--- src/rtl/mem_stage_ext.sv ---
// mem_stage_ext: MEM pipeline stage between EXE/MEM and WB.
// Byte/half/word loads and stores with lane steering, a variable-latency
// data-memory request/acknowledge port, an MMIO window and misalignment trap.
//
// state | meaning
// IDLE  | no outstanding data-memory request; new accesses issue here
// BUSY  | request outstanding, waiting for dm_ack; upstream is stalled
// DONE  | access finished while WB was held; load data comes from r_hold

module mem_stage_ext #(
    parameter int          DM_AW   = 8,
    parameter logic [31:0] IO_BASE = 32'h0000_FF00,
    parameter logic [31:0] IO_MASK = 32'hFFFF_FF00,
    parameter int          IO_AW   = 8
) (
    input  logic             clk,
    input  logic             rst,
    input  logic             flush,
    input  logic             stall_in,
    input  logic             in_valid,
    input  logic [31:0]      in_pc,
    input  logic [4:0]       in_rd,
    input  logic [31:0]      in_alu,
    input  logic [31:0]      in_wdata,
    input  logic             in_mem_to_reg,
    input  logic             in_reg_we,
    input  logic             in_mem_rd,
    input  logic             in_mem_wr,
    input  logic [1:0]       in_size,
    input  logic             in_unsigned,
    output logic             dm_req,
    output logic             dm_we,
    output logic [DM_AW-1:0] dm_addr,
    output logic [3:0]       dm_be,
    output logic [31:0]      dm_wdata,
    input  logic             dm_ack,
    input  logic [31:0]      dm_rdata,
    output logic [IO_AW-1:0] io_addr,
    output logic             io_we,
    output logic             io_rd,
    output logic [31:0]      io_dout,
    input  logic [31:0]      io_din,
    output logic             stall_req,
    output logic             misalign,
    output logic             wb_valid,
    output logic [31:0]      wb_pc,
    output logic [4:0]       wb_rd,
    output logic [31:0]      wb_data,
    output logic             wb_reg_we,
    output logic [4:0]       fwd_rd,
    output logic             fwd_we,
    output logic [31:0]      fwd_data
);

    localparam logic [1:0] S_IDLE = 2'd0;
    localparam logic [1:0] S_BUSY = 2'd1;
    localparam logic [1:0] S_DONE = 2'd2;

    logic        r_valid;
    logic [31:0] r_pc;
    logic [4:0]  r_rd;
    logic [31:0] r_alu;
    logic [31:0] r_wdata;
    logic        r_mem_to_reg;
    logic        r_reg_we;
    logic        r_mem_rd;
    logic        r_mem_wr;
    logic [1:0]  r_size;
    logic        r_unsigned;
    logic [1:0]  r_state;
    logic [31:0] r_hold;
    logic        r_io_done;

    logic [1:0]  w_state_nxt;
    logic        w_is_mem;
    logic        w_half;
    logic        w_word;
    logic        w_misal;
    logic        w_mem_op;
    logic        w_io_hit;
    logic        w_dm_op;
    logic        w_io_op;
    logic        w_dm_req;
    logic        w_stall;
    logic        w_advance;
    logic        w_io_strobe;
    logic [3:0]  w_be;
    logic [31:0] w_wdata_rep;
    logic [31:0] w_raw;
    logic [7:0]  w_byte;
    logic [15:0] w_hword;
    logic [31:0] w_load;

    // Alignment is only meaningful for memory ops; ALU results with odd
    // values and a stale size field must not trap or kill forwarding.
    assign w_is_mem    = r_valid & (r_mem_rd | r_mem_wr);
    assign w_half      = (r_size == 2'b01);
    assign w_word      = r_size[1];
    assign w_misal     = w_is_mem & ((w_half & r_alu[0]) | (w_word & (r_alu[1:0] != 2'b00)));
    assign w_mem_op    = w_is_mem & ~w_misal;
    assign w_io_hit    = ((r_alu & IO_MASK) == IO_BASE);
    assign w_dm_op     = w_mem_op & ~w_io_hit;
    assign w_io_op     = w_mem_op & w_io_hit;
    assign w_dm_req    = w_dm_op & (r_state != S_DONE);
    assign w_stall     = w_dm_req & ~dm_ack;
    assign w_advance   = ~w_stall & ~stall_in;
    assign w_io_strobe = w_io_op & (r_state == S_IDLE) & ~r_io_done;

    // Store byte enables and lane-replicated store data.
    always_comb begin
        w_be        = 4'b0000;
        w_wdata_rep = r_wdata;
        case (r_size)
            2'b00: begin
                w_be        = 4'b0001 << r_alu[1:0];
                w_wdata_rep = {4{r_wdata[7:0]}};
            end
            2'b01: begin
                w_be        = r_alu[1] ? 4'b1100 : 4'b0011;
                w_wdata_rep = {2{r_wdata[15:0]}};
            end
            default: begin
                w_be        = 4'b1111;
                w_wdata_rep = r_wdata;
            end
        endcase
    end

    // Load lane select and sign/zero extension; DONE serves the held word.
    always_comb begin
        w_raw   = w_io_hit ? io_din : ((r_state == S_DONE) ? r_hold : dm_rdata);
        w_byte  = w_raw[7:0];
        case (r_alu[1:0])
            2'b00:   w_byte = w_raw[7:0];
            2'b01:   w_byte = w_raw[15:8];
            2'b10:   w_byte = w_raw[23:16];
            default: w_byte = w_raw[31:24];
        endcase
        w_hword = r_alu[1] ? w_raw[31:16] : w_raw[15:0];
        case (r_size)
            2'b00:   w_load = {{24{~r_unsigned & w_byte[7]}}, w_byte};
            2'b01:   w_load = {{16{~r_unsigned & w_hword[15]}}, w_hword};
            default: w_load = w_raw;
        endcase
    end

    // Next-state logic for the data-memory handshake.
    always_comb begin
        w_state_nxt = r_state;
        case (r_state)
            S_IDLE: begin
                if (w_dm_req) begin
                    if (!dm_ack)       w_state_nxt = S_BUSY;
                    else if (stall_in) w_state_nxt = S_DONE;
                end
            end
            S_BUSY: begin
                if (dm_ack) w_state_nxt = stall_in ? S_DONE : S_IDLE;
            end
            S_DONE: begin
                if (!stall_in) w_state_nxt = S_IDLE;
            end
            default: w_state_nxt = S_IDLE;
        endcase
    end

    // FSM state, read-hold capture on every acked read, MMIO issued flag.
    always_ff @(posedge clk) begin
        if (rst) begin
            r_state   <= S_IDLE;
            r_hold    <= 32'd0;
            r_io_done <= 1'b0;
        end else begin
            r_state <= w_state_nxt;
            if (w_dm_req && dm_ack && !r_mem_wr) r_hold <= dm_rdata;
            // Held stage must not strobe the device a second time.
            if (w_advance)        r_io_done <= 1'b0;
            else if (w_io_strobe) r_io_done <= 1'b1;
        end
    end

    // Stage register: load on advance, bubble on flush, otherwise hold.
    always_ff @(posedge clk) begin
        if (rst || (w_advance && flush)) begin
            r_valid      <= 1'b0;
            r_pc         <= 32'd0;
            r_rd         <= 5'd0;
            r_alu        <= 32'd0;
            r_wdata      <= 32'd0;
            r_mem_to_reg <= 1'b0;
            r_reg_we     <= 1'b0;
            r_mem_rd     <= 1'b0;
            r_mem_wr     <= 1'b0;
            r_size       <= 2'b00;
            r_unsigned   <= 1'b0;
        end else if (w_advance) begin
            r_valid      <= in_valid;
            r_pc         <= in_pc;
            r_rd         <= in_rd;
            r_alu        <= in_alu;
            r_wdata      <= in_wdata;
            r_mem_to_reg <= in_mem_to_reg;
            r_reg_we     <= in_reg_we;
            r_mem_rd     <= in_mem_rd;
            r_mem_wr     <= in_mem_wr;
            r_size       <= in_size;
            r_unsigned   <= in_unsigned;
        end
    end

    assign dm_req    = w_dm_req;
    assign dm_we     = w_dm_req & r_mem_wr;
    assign dm_addr   = r_alu[DM_AW+1:2];
    assign dm_be     = w_dm_req ? w_be : 4'b0000;
    assign dm_wdata  = w_dm_req ? w_wdata_rep : 32'd0;

    assign io_addr   = r_alu[IO_AW-1:0];
    assign io_we     = w_io_strobe & r_mem_wr;
    assign io_rd     = w_io_strobe & r_mem_rd;
    assign io_dout   = r_wdata;

    assign stall_req = w_stall;
    assign misalign  = w_misal;

    assign wb_valid  = r_valid & ~w_stall;
    assign wb_pc     = r_pc;
    assign wb_rd     = r_rd;
    assign wb_data   = r_mem_to_reg ? w_load : r_alu;
    assign wb_reg_we = r_valid & r_reg_we & ~w_misal;

    assign fwd_rd    = r_rd;
    assign fwd_we    = r_valid & r_reg_we & ~r_mem_to_reg & ~w_misal;
    assign fwd_data  = r_alu;

endmodule

--- config.mk ---
export PLATFORM = sky130hd
export DESIGN_NAME = mem_stage_ext
export DESIGN_NICKNAME = d
export VERILOG_FILES = /design/src/rtl/mem_stage_ext.sv
export SDC_FILE = /design/constraint.sdc
export NUM_CORES = 1
export LEC_CHECK = 0
export BUFFER_PORTS_ARGS = -buffer_cell sky130_fd_sc_hd__buf_2
export CORE_AREA = 4 4 145 147
export DETAILED_ROUTE_END_ITERATION = 8
export DIE_AREA = 0 0 149 151
export GPL_TIMING_DRIVEN = 0
export PLACE_DENSITY = 0.67
export SLEW_MARGIN = 5
export SYNTH_ARGS = -nofsm -noshare
export SYNTH_HDL_FRONTEND = slang
export SYNTH_SLANG_ARGS = --single-unit
--- constraint.sdc ---
create_clock -name clk -period 2.9 [get_ports clk]
set_clock_uncertainty 0.1 [all_clocks]
set_input_delay 0 -clock clk [delete_from_list [all_inputs] [get_ports clk]]
set_output_delay 0 -clock clk [all_outputs]
set_load 0.01 [all_outputs]
==> results of run 1 <==
==> final cells by class <==
class	instances	area (µm²)
Clock buffer	17	425.4
Fill cell	1807	7769
Tap cell	270	337.8
Clock inverter	15	143.9
Buffer	102	594.3
Sequential cell	144	2898
Multi-Input combinational cell	764	4240
Timing Repair Buffer	535	3447
Inverter	13	48.80
Antenna cell	2	5.005
==> layer usage <==
layer / GRT usage, % / wire (µm)
met1: 34.08 / 13250
met2: 51.89 / 17140
met3: 6.852 / 3201
met4: 13.73 / 1628
met5: 0 / 0
==> power groups by stage <==
stage | Sequential [mW] | Clock [mW] | Combinational, mW
6_report | 2.13 | 2.15 | 1.03
5_1_grt | 2.14 | 2.27 | 1.10
4_1_cts | 2.13 | 2.17 | 0.990
3_3_place_gp | 2.18 | 0 | 0.819
3_5_place_dp | 2.18 | 0 | 0.825
2_1_floorplan | 2.18 | 0 | 0.409
==> critical path: cells and delay by family, from the launching register on <==
kind,cells,cell delay [ns]
compound gates,2,0.62
buf+inv,2,0.37
flops,1,0.36
mux,1,0.39
simple gates,3,0.63
==> cell usage in the layout (no fill, tap or decap), types with 10 or more instances in the layout <==
cell type      synthesis  routed
a21oi_1              135     134
a21oi_2               11      12
and2_1                13      13
buf_2                 34     406
buf_4                 24      35
clkbuf_1              35      25
clkbuf_16              0      17
clkbuf_2               0      10
dfxtp_1              144     140
dlygate4sd3_1          0     147
inv_1                 12      12
mux2_2                12      12
mux2i_1               56      56
nand2_1              304     304
nand2b_1              19      19
nand3_1               20      18
nor2_1                94      92
==> stage by stage <==
step	instances	setup TNS (ns)	utilization, %	hold slack [ns]
detailed placement	1669	-0.0003442	49.42	0.1240
finish	1862	-0.009651	60.98	0.1398
CTS	1849	0	60.02	0.1243
global placement	1669	0	49.42	0.1190
global route	1860	-0.9552	60.95	0.1535
floorplan	1024	0	-	-0.04509
==> cell families after synthesis <==
family	Yosys count	share of synthesized area (%)
buffers and inverters	116	8.140
flip-flops	144	37.81
AND/OR/NAND/NOR	481	26.34
multiplexers	74	10.90
AO/OA/AOI/OAI	209	16.81
==> worst min-delay path by stage <==
stage	startpoint	to	slack [ns]	depth (start not counted)
finish	flush	fwd_rd[0]	0.14	5
global route	flush	fwd_rd[0]	0.15	5
CTS	flush	fwd_rd[0]	0.12	5
detailed placement	dm_ack	r_state[0]	0.12	2
global placement	dm_ack	r_state[0]	0.12	2
floorplan	dm_ack	stall_req	-0.05	1
==> timing repair <==
item / 4_1_cts / 5_1_grt
setup buffers: 2 / 10
cloned: 0 / 1
setup endpoints to repair: 54 / 42
pin swaps: 1 / 4
endpoints found under the hold margin: 144 / 0
resized for setup: 18 / 35
hold buffers: 147 / 0
==> summary.md, run 1 <==
| Metric | Value |
|---|---|
| R2r worst-path depth | `9` |
| Sequential share of power | `40.2%` |
| Initial Util | `38.29%` |
| Post-Synthesis Cells | `1024` |
| Vias in the first global route | `9569` |
| Startpoint Class | `flop` |
| Seq/Total Area, Yosys | `37.81%` |
| FF-to-FF setup slack | `0.12 ns` |
| Total wire length | `35.22 mm` |
| Post-synth top area share | `37.81%` |
| Final Cycle Share | `100.3%` |
| Critical Path Start | `fwd_data[24]` |
| Psw | `1.635 mW` |
| CTS tree | `done` |
| Via Count | `9716` |
| H-tree levels | `4` |
| Yosys synthesis warning count | `0` |
| End point of the critical path | `wb_data[31]` |
| Worst Path Arrival | `2.81 ns` |
| I/O Pins | `377` |
| Remaining DRCs | `0` |
| CTS sink count | `144` |
| Syn_nets | `1202` |
| End of the worst register-to-register path | `r_hold[31]` |
| Chip width | `149 µm` |
| Largest net degree at the start of global routing | `17` |
| FF+latch count, synth | `144` |
| Status | `finished, violations left` |
| Netlist cell types | `53` |
| Leakage | `5.988 nW` |
| Clk slew on worst S/H paths | `0.08 ns` |
| Row count | `52` |
| Most numerous cell in the Yosys netlist | `nand2_1` |
| Cell Chain, Critical Path | `nor4_2, and4_1, buf_6, nand2_8, mux4_2, o2111ai_4, o221ai_1, buf_2` |
| Leading area contributor after synthesis | `dfxtp_1` |
| Cell-internal power | `3.677 mW` |
| Worst Max-Slew Pin Slew | `0.7591 ns` |
| Slew Limit Fails | `0` |
| Post-synth ARST share | `0%` |
| Overall die area | `22500 µm²` |
| Endpoints failing setup | `2` |
| Mapped cell area | `7624 µm²` |
| Global-route wire length before repair | `51.53 mm` |
| GPL Wtd Cong | `0.9466` |
| Critical R2R Launch | `fwd_data[1]` |
| Final-report hold violation count | `0` |
| Clock latency at the later pin of the worst-skew pair | `0.44 ns` |
| WS Path Type | `reg -> out` |
| Most instantiated cells after synthesis | `nand2_1, dfxtp_1, a21oi_1, nor2_1, mux2i_1` |
| DRT Pass-1 Iters | `5` |
| Failing checks | `setup timing` |
| Post-DP HPWL | `25.51 mm` |
| Top post-synthesis cells by area | `dfxtp_1, nand2_1, a21oi_1, mux2i_1, nor2_1` |
| Initial antenna violation count | `0` |
| Clk pwr share | `40.5%` |
| TritonCTS Buffers | `17` |
| Die height | `151 µm` |
| Final Worst Setup Slack | `-0.008275 ns` |
| Share of cells above drive strength 1 | `34.84%` |
| Max-cap violations | `0` |
| Setup WS pre-CTS | `-0.0003442 ns` |
| Hold Path Class | `in -> reg` |
| Post-route ant nets | `0` |
| WL/cell | `18.92 µm` |
| IO Port Bufs | `375` |
| PD cells | `437.6 nW/µm²` |
| Vias per cell | `5.218` |
| Switching power share of the total | `30.78%` |
| Initial DRC count | `664` |
| Final Instance Area | `12140 µm²` |
| RSZ-0062 raised after global routing | `yes` |
| VDD IR max | `0.3930 mV` |
| CP Max Fanout | `6` |
| Critical-path top delay cell | `mux4_2` |
| Critical path capture point type | `primary output` |
| Number of flops mapped to enable cells by yosys | `0` |
| Root Buffer | `clkbuf_16` |
| Critical Path RT | `2.80 ns` |
| Clock Path Buffers | `2` |
| Core outline area | `19910 µm²` |
| Layout area overhead | `59.25%` |
| Total Power | `5.312 mW` |
| Congestion Overflow GR | `0` |
| Fin crit period | `2.908 ns` |
| Mean Syn Cell Area | `7.445 µm²` |
| FMAX | `343.8 MHz` |
| Final Net Count | `1755` |
| Post-synth top flop | `dfxtp_1` |
| Rel. slew slack | `49.39%` |
| Crit path largest cell delay | `0.39 ns` |
| Global Route Usage Sum | `29.53%` |
| Post-placement cell area | `9838 µm²` |
| Logic pwr share | `19.3%` |
(Power assumes the default switching activity.)
==> run 2, diff against run 1 <==
--- a/config.mk
+++ b/config.mk
@@ -10,7 +10,7 @@
 export DETAILED_ROUTE_END_ITERATION = 8
 export DIE_AREA = 0 0 149 151
 export GPL_TIMING_DRIVEN = 0
-export PLACE_DENSITY = 0.67
+export PLACE_DENSITY = 0.69
 export SLEW_MARGIN = 5
 export SYNTH_ARGS = -nofsm -noshare
 export SYNTH_HDL_FRONTEND = slang
==> run 2 against run 1 <==
  * The run now ends clean
  * Critical path depth stayed put
  * Critical path type unchanged
  * Cell count stayed put
  * Register-to-register slack better by 0.02 ns
  * Largest power group unchanged
==> summary.md, run 2 (same netlist as run 1, synthesis figures left out) <==
| Metric | Value |
|---|---|
| Clock latency at the later pin of the worst-skew pair | `0.42 ns` |
| Critical path capture point type | `primary output` |
| RSZ-0062 raised after global routing | `yes` |
| Setup TNS Final | `0 ns` |
| Largest net degree at the start of global routing | `17` |
| Status | `finished clean` |
| Share of cells above drive strength 1 | `35.07%` |
| Cell-internal power | `3.849 mW` |
| Clk slew on worst S/H paths | `0.06 ns` |
| Initial Util | `38.29%` |
| Total Power | `5.414 mW` |
| WS Path Type | `reg -> out` |
| Switching power share of the total | `28.92%` |
| Register area | `2897 µm²` |
| Highest Signal Layer | `met4` |
| Slew Limit Fails | `0` |
| Startpoint Class | `flop` |
| TritonCTS Buffers | `17` |
| Rel. slew slack | `48.92%` |
| Final Net Count | `1756` |
| Post-route ant nets | `0` |
| Via Count | `9828` |
| Critical Path RT | `2.80 ns` |
| Clk pwr share | `41.4%` |
| Global-route wire length before repair | `51.20 mm` |
| Vias per cell | `5.278` |
| GPL Wtd Cong | `0.9306` |
| Worst Max-Slew Pin Slew | `0.7662 ns` |
| Global Route Usage Sum | `29.18%` |
| Overall die area | `22500 µm²` |
| Met3 WL | `3.094 mm` |
| Core outline area | `19910 µm²` |
| Met1 WL | `13.22 mm` |
| Layout area overhead | `60.25%` |
| Area occupied by multi-input gates | `4274 µm²` |
| Clock Path Buffers | `2` |
| CP Max Fanout | `8` |
| HP Start | `flush` |
| Commonest non-fill, non-tap cell in the layout | `buf_2` |
| Endpoints failing setup | `0` |
| H-tree levels | `4` |
| WL/cell | `18.78 µm` |
| Final Cycle Share | `99.53%` |
| Hold Path Class | `in -> reg` |
| Root Buffer | `clkbuf_16` |
| Initial DRC count | `718` |
| VDD IR max | `0.3640 mV` |
| Non-filler instance count after layout | `1862` |
| Die height | `151 µm` |
| FMAX | `346.5 MHz` |
| Hold_ws | `0.1552 ns` |
| Chip width | `149 µm` |
| PD cells | `443.2 nW/µm²` |
| Leakage | `6.004 nW` |
| Sequential share of power | `39.5%` |
| Critical R2R Launch | `fwd_data[25]` |
| Remaining DRCs | `0` |
| Worst Path Arrival | `2.79 ns` |
| Psw | `1.566 mW` |
| Max-cap violations | `0` |
| Final Instance Area | `12220 µm²` |
| Met2 WL | `16.93 mm` |
| Congestion Overflow GR | `0` |
| Critical Path Start | `fwd_data[15]` |
| DRT Pass-1 Iters | `7` |
| IO Port Bufs | `375` |
| Total wire length | `34.97 mm` |
| Logic pwr share | `19.1%` |
| I/O Pins | `377` |
| Filler Cell Count | `1755` |
| Post-placement cell area | `9838 µm²` |
| Vias in the first global route | `9476` |
| Placed Instances | `1669` |
| Row count | `52` |
| CTS sink count | `144` |
| Most frequent cells in the layout | `buf_2, nand2_1, dlygate4sd3_1` |
| Post-DP HPWL | `25.54 mm` |
| Initial antenna violation count | `1` |
| Final-report hold violation count | `0` |
| Fin crit period | `2.886 ns` |
| CTS tree | `done` |
==> run 2: critical path: stages, from the launching register on <==
cell and delay, ns:
dfxtp_1 0.48, nand4b_1 0.21, nor2_4 0.35, nand2_8 0.09, mux4_2 0.36, buf_4 0.18
o211ai_4 0.29, a41oi_1 0.19, buf_2 0.21
==> run 2: timing repair <==
action,4_1_cts,5_1_grt
hold endpoints to repair,144,0
buffers inserted,3,9
pin swaps,2,5
hold buffers,147,0
cloned,1,0
gates resized for setup,20,41
setup endpoints to repair,54,44
==> run 2: final timing paths <==
kind | slack [ns] | depth (start not counted) | to
max | 0.01 | 8 | wb_data[14]
min | 0.16 | 5 | fwd_data[30]
max reg2reg | 0.14 | 9 | r_hold[31]
min reg2reg | 0.35 | 2 | wb_pc[27]
==> run 2: power groups by stage <==
stage | Combinational (mW) | Sequential, mW | Clock, mW
4_1_cts | 0.995 | 2.13 | 2.26
5_1_grt | 1.11 | 2.14 | 2.36
2_1_floorplan | 0.409 | 2.18 | 0
3_5_place_dp | 0.826 | 2.18 | 0
3_3_place_gp | 0.817 | 2.17 | 0
6_report | 1.03 | 2.14 | 2.24
==> run 2: per-stage QoR <==
step                utilization, %  setup slack [ns]
finish                       61.36           0.01377
global route                 61.35          -0.07331
CTS                          60.34         0.0008227
floorplan                        -            0.7442
global placement             49.42          -0.01618
detailed placement           49.42           0.02267
==> run 2: area by class of cell <==
type	instances	area share [%]
sequential	144	23.71
inverter	13	0.3994
antenna	1	0.02048
timing repair buffer	535	28.37
buffer	103	4.885
clock inverter	14	1.270
multi-input combinational	764	34.99
tap	270	2.765
clock buffer	18	3.595
==> run 2: layer usage <==
layer,global-route usage (%),vias to the layer above
li1,-,4535
met1,35.19,4595
met2,49.60,577
met3,6.493,121
met4,13.68,0
met5,0,-
==> run 3, diff against run 2 <==
--- a/config.mk
+++ b/config.mk
@@ -5,12 +5,13 @@
 export SDC_FILE = /design/constraint.sdc
 export NUM_CORES = 1
 export LEC_CHECK = 0
+export ABC_AREA = 1
 export BUFFER_PORTS_ARGS = -buffer_cell sky130_fd_sc_hd__buf_2
-export CORE_AREA = 4 4 145 147
+export CORE_AREA = 4 4 143 145
 export DETAILED_ROUTE_END_ITERATION = 8
-export DIE_AREA = 0 0 149 151
+export DIE_AREA = 0 0 147 149
 export GPL_TIMING_DRIVEN = 0
-export PLACE_DENSITY = 0.69
+export PLACE_DENSITY = 0.76
 export SLEW_MARGIN = 5
 export SYNTH_ARGS = -nofsm -noshare
 export SYNTH_HDL_FRONTEND = slang
==> run 3 against run 2 <==
  * Global-route usage rose by 2.8 points
  * Critical path depth rose by 5
  * Maximum frequency rose by 4.2%
  * Largest cell class unchanged
  * Sequential share of layout area fell by 1.3 points
==> summary.md, run 3 <==
| Metric | Value |
|---|---|
| Status | `finished clean` |
| Clock latency at the later pin of the worst-skew pair | `0.43 ns` |
| HP Start | `flush` |
| Number of flops mapped to enable cells by yosys | `0` |
| Most numerous cell in the Yosys netlist | `nand2_1` |
| Non-filler instance count after layout | `2276` |
| CP delay by family, top | `simple AND/OR/NAND/NOR gates` |
| Initial antenna violation count | `1` |
| Row count | `51` |
| Clock Path Buffers | `2` |
| WL/cell | `16.28 µm` |
| Vias per cell | `4.995` |
| Critical R2R Launch | `fwd_data[1]` |
| IO Port Bufs | `376` |
| Die height | `149 µm` |
| Post-route ant nets | `0` |
| Total Power | `5.807 mW` |
| Post-Synthesis Cells | `1456` |
| Total wire length | `37.06 mm` |
| Leakage | `7.835 nW` |
| H-tree levels | `4` |
| Crit path largest cell delay | `0.35 ns` |
| Hold Path Depth | `5` |
| Largest net degree at the start of global routing | `17` |
| Worst Path Arrival | `2.67 ns` |
| FF-to-FF setup slack | `0.22 ns` |
| Sequential share of power | `37.5%` |
| R2r worst-path depth | `13` |
| Final Cycle Share | `95.55%` |
| Initial DRC count | `825` |
| Post-synth ARST share | `0%` |
| Mean Syn Cell Area | `5.856 µm²` |
| Core outline area | `19210 µm²` |
| Via Count | `11370` |
| PD cells | `449.1 nW/µm²` |
| Logic pwr share | `22.6%` |
| Filler Cell Count | `1668` |
| VDD IR max | `0.3738 mV` |
| Post-synth top area share | `33.81%` |
| CTS sink count | `144` |
| Fin crit period | `2.771 ns` |
| Most frequent cells in the layout | `nand2_1, buf_2, inv_1` |
| Top post-synthesis cells by area | `dfxtp_1, nand2_1, inv_1, nand3_1, o21ai_0` |
| FF+latch count, synth | `144` |
| Layout area overhead | `51.66%` |
| Root Buffer | `clkbuf_16` |
| Clk pwr share | `39.9%` |
| Hold EP | `fwd_rd[1]` |
| Critical Path RT | `2.80 ns` |
| FMAX | `360.9 MHz` |
| Final Worst Setup Slack | `0.1291 ns` |
| RSZ-0062 raised after global routing | `no` |
| Worst Max-Slew Pin Slew | `0.7740 ns` |
| Global Route Usage Sum | `32.01%` |
| Initial Util | `44.39%` |
| DRT Pass-1 Iters | `6` |
| Fin util | `67.32%` |
| Remaining DRCs | `0` |
| Vias in the first global route | `10940` |
| Clk slew on worst S/H paths | `0.07 ns` |
| CP dominant cell by count | `nand2_1` |
| Chip width | `147 µm` |
| Netlist cell types | `30` |
| Switching power share of the total | `31.52%` |
| GPL Wtd Cong | `0.9496` |
| Critical-path top delay cell | `dfxtp_1` |
| WS Path Type | `reg -> out` |
| Seq/Total Area, Yosys | `33.81%` |
| Overall die area | `21900 µm²` |
| CP Max Fanout | `10` |
| Commonest non-fill, non-tap cell in the layout | `nand2_1` |
| Mapped cell area | `8526 µm²` |
| Critical path capture point type | `primary output` |
| Endpoints failing setup | `0` |
| Rel. slew slack | `48.40%` |
| Cell-internal power | `3.977 mW` |
| Slew Limit Fails | `0` |
| Cell Chain, Critical Path | `nor2_1, nand2_1, nor2_4, nand3_2, buf_4, clkbuf_2, o21ai_0, nand2_1, nand3_1, nand2_1, nand3_1, nand2_1, buf_2` |
| Final Net Count | `2175` |
| Hold Path Class | `in -> reg` |
| Share of cells above drive strength 1 | `26.62%` |
| Max-cap violations | `0` |
| Congestion Overflow GR | `0` |
| Post-synth top flop | `dfxtp_1` |
| Startpoint Class | `flop` |
| Psw | `1.830 mW` |
| TritonCTS Buffers | `17` |
| Global-route wire length before repair | `55.68 mm` |
| CTS tree | `done` |
| I/O Pins | `377` |
| End of the worst register-to-register path | `fwd_data[12]` |
| Syn_nets | `1634` |
| Leading area contributor after synthesis | `dfxtp_1` |
| Final-report hold violation count | `0` |
| Most instantiated cells after synthesis | `nand2_1, inv_1, nand3_1, dfxtp_1, o21ai_0` |
| Yosys synthesis warning count | `0` |
| Post-DP HPWL | `26.97 mm` |
| Setup WS pre-CTS | `0.1147 ns` |
| Placed Instances | `2097` |
| Buffers and inverters on the worst path | `3` |
-- run 3: changes by cell type after synthesis, moves of 9 or more --
| cell | delta |
|---|---|
| a21oi_1 | -86 |
| nand3_1 | +142 |
| or2_2 | +22 |
| o21ai_0 | +95 |
| mux2_2 | -12 |
| o221ai_1 | -9 |
| a21oi_2 | -11 |
| nand2_1 | +196 |
| mux2i_1 | -56 |
| inv_1 | +225 |
| and2_1 | -12 |
| nand2b_1 | -19 |
-- run 3: what timing repair did --
item,CTS,global route
hold buffers,144,0
resized for setup,34,31
setup endpoints to repair,45,43
buffers inserted,2,0
endpoints found under the hold margin,144,0
pin swaps,1,1
-- run 3: worst register-to-register path, cell delays in order (launching register included) --
cell and delay [ns]:
dfxtp_1 0.36, buf_2 0.21, clkinv_2 0.12, nand2_2 0.08
a22oi_2 0.18, nand2_1 0.16, nor3_4 0.30, nand2_2 0.14
nand2_1 0.11, nand2_1 0.08, o21ai_2 0.28, buf_2 0.36
nand2_1 0.09, inv_1 0.06
-- run 3: power groups by stage --
stage          Sequential (mW)  Combinational [mW]  Clock, mW
6_report                  2.18                1.31       2.31
5_1_grt                   2.19                1.44       2.43
4_1_cts                   2.17                1.28       2.35
3_5_place_dp              2.22                1.11          0
3_3_place_gp              2.22                1.10          0
2_1_floorplan             2.23               0.607          0
-- run 3: per-layer routing --
| layer | vias up | GRT usage [%] | share of wire [%] |
|---|---|---|---|
| met3 | 121 | 7.050 | 8.0 |
| met1 | 5138 | 36.33 | 38 |
| met2 | 594 | 57.36 | 50 |
| met4 | 0 | 14.96 | 4.5 |
| li1 | 5515 | - | - |
| met5 | - | 0 | 0 |
-- run 3: layout make-up --
class / count / area [µm²] / share of cell area, %
clock inverters: 15 / 186.4 / 1.442
diodes: 1 / 2.502 / 0.01935
multi-input cells: 964 / 4273 / 33.05
plain buffers: 108 / 578.1 / 4.471
inverters: 240 / 902.1 / 6.977
flip-flops and latches: 144 / 2893 / 22.37
well taps: 265 / 331.6 / 2.564
clock buffers: 17 / 425.4 / 3.290
repair buffers: 522 / 3338 / 25.82
-- run 3: worst max-delay path by stage --
stage,from,endpoint,cells past startpoint
floorplan,fwd_data[9],fwd_data[20],16
global placement,fwd_data[9],wb_data[1],14
detailed placement,fwd_data[9],wb_data[0],14
CTS,fwd_data[14],wb_data[2],14
global route,fwd_data[16],wb_data[13],16
finish,fwd_data[22],wb_data[3],13
-- run 3: cells by family (layout without fill, tap and decap cells) --
group	Yosys count	after routing	share of synthesized area [%]
compound gates	172	172	10.58
buf+inv	348	902	17.13
flops	144	144	33.81
other cells	0	1	0
simple gates	792	792	38.48
-- run 3: metrics by stage --
stage | hold WS, ns | instance area, µm² | setup TNS (ns)
6_report | 0.1187 | 12930 | 0
5_1_grt | 0.1286 | 12930 | 0
4_1_cts | 0.1118 | 12870 | -0.01803
2_1_floorplan | -0.02762 | 8526 | 0
3_3_place_gp | 0.1041 | 10740 | 0
3_5_place_dp | 0.1102 | 10740 | 0
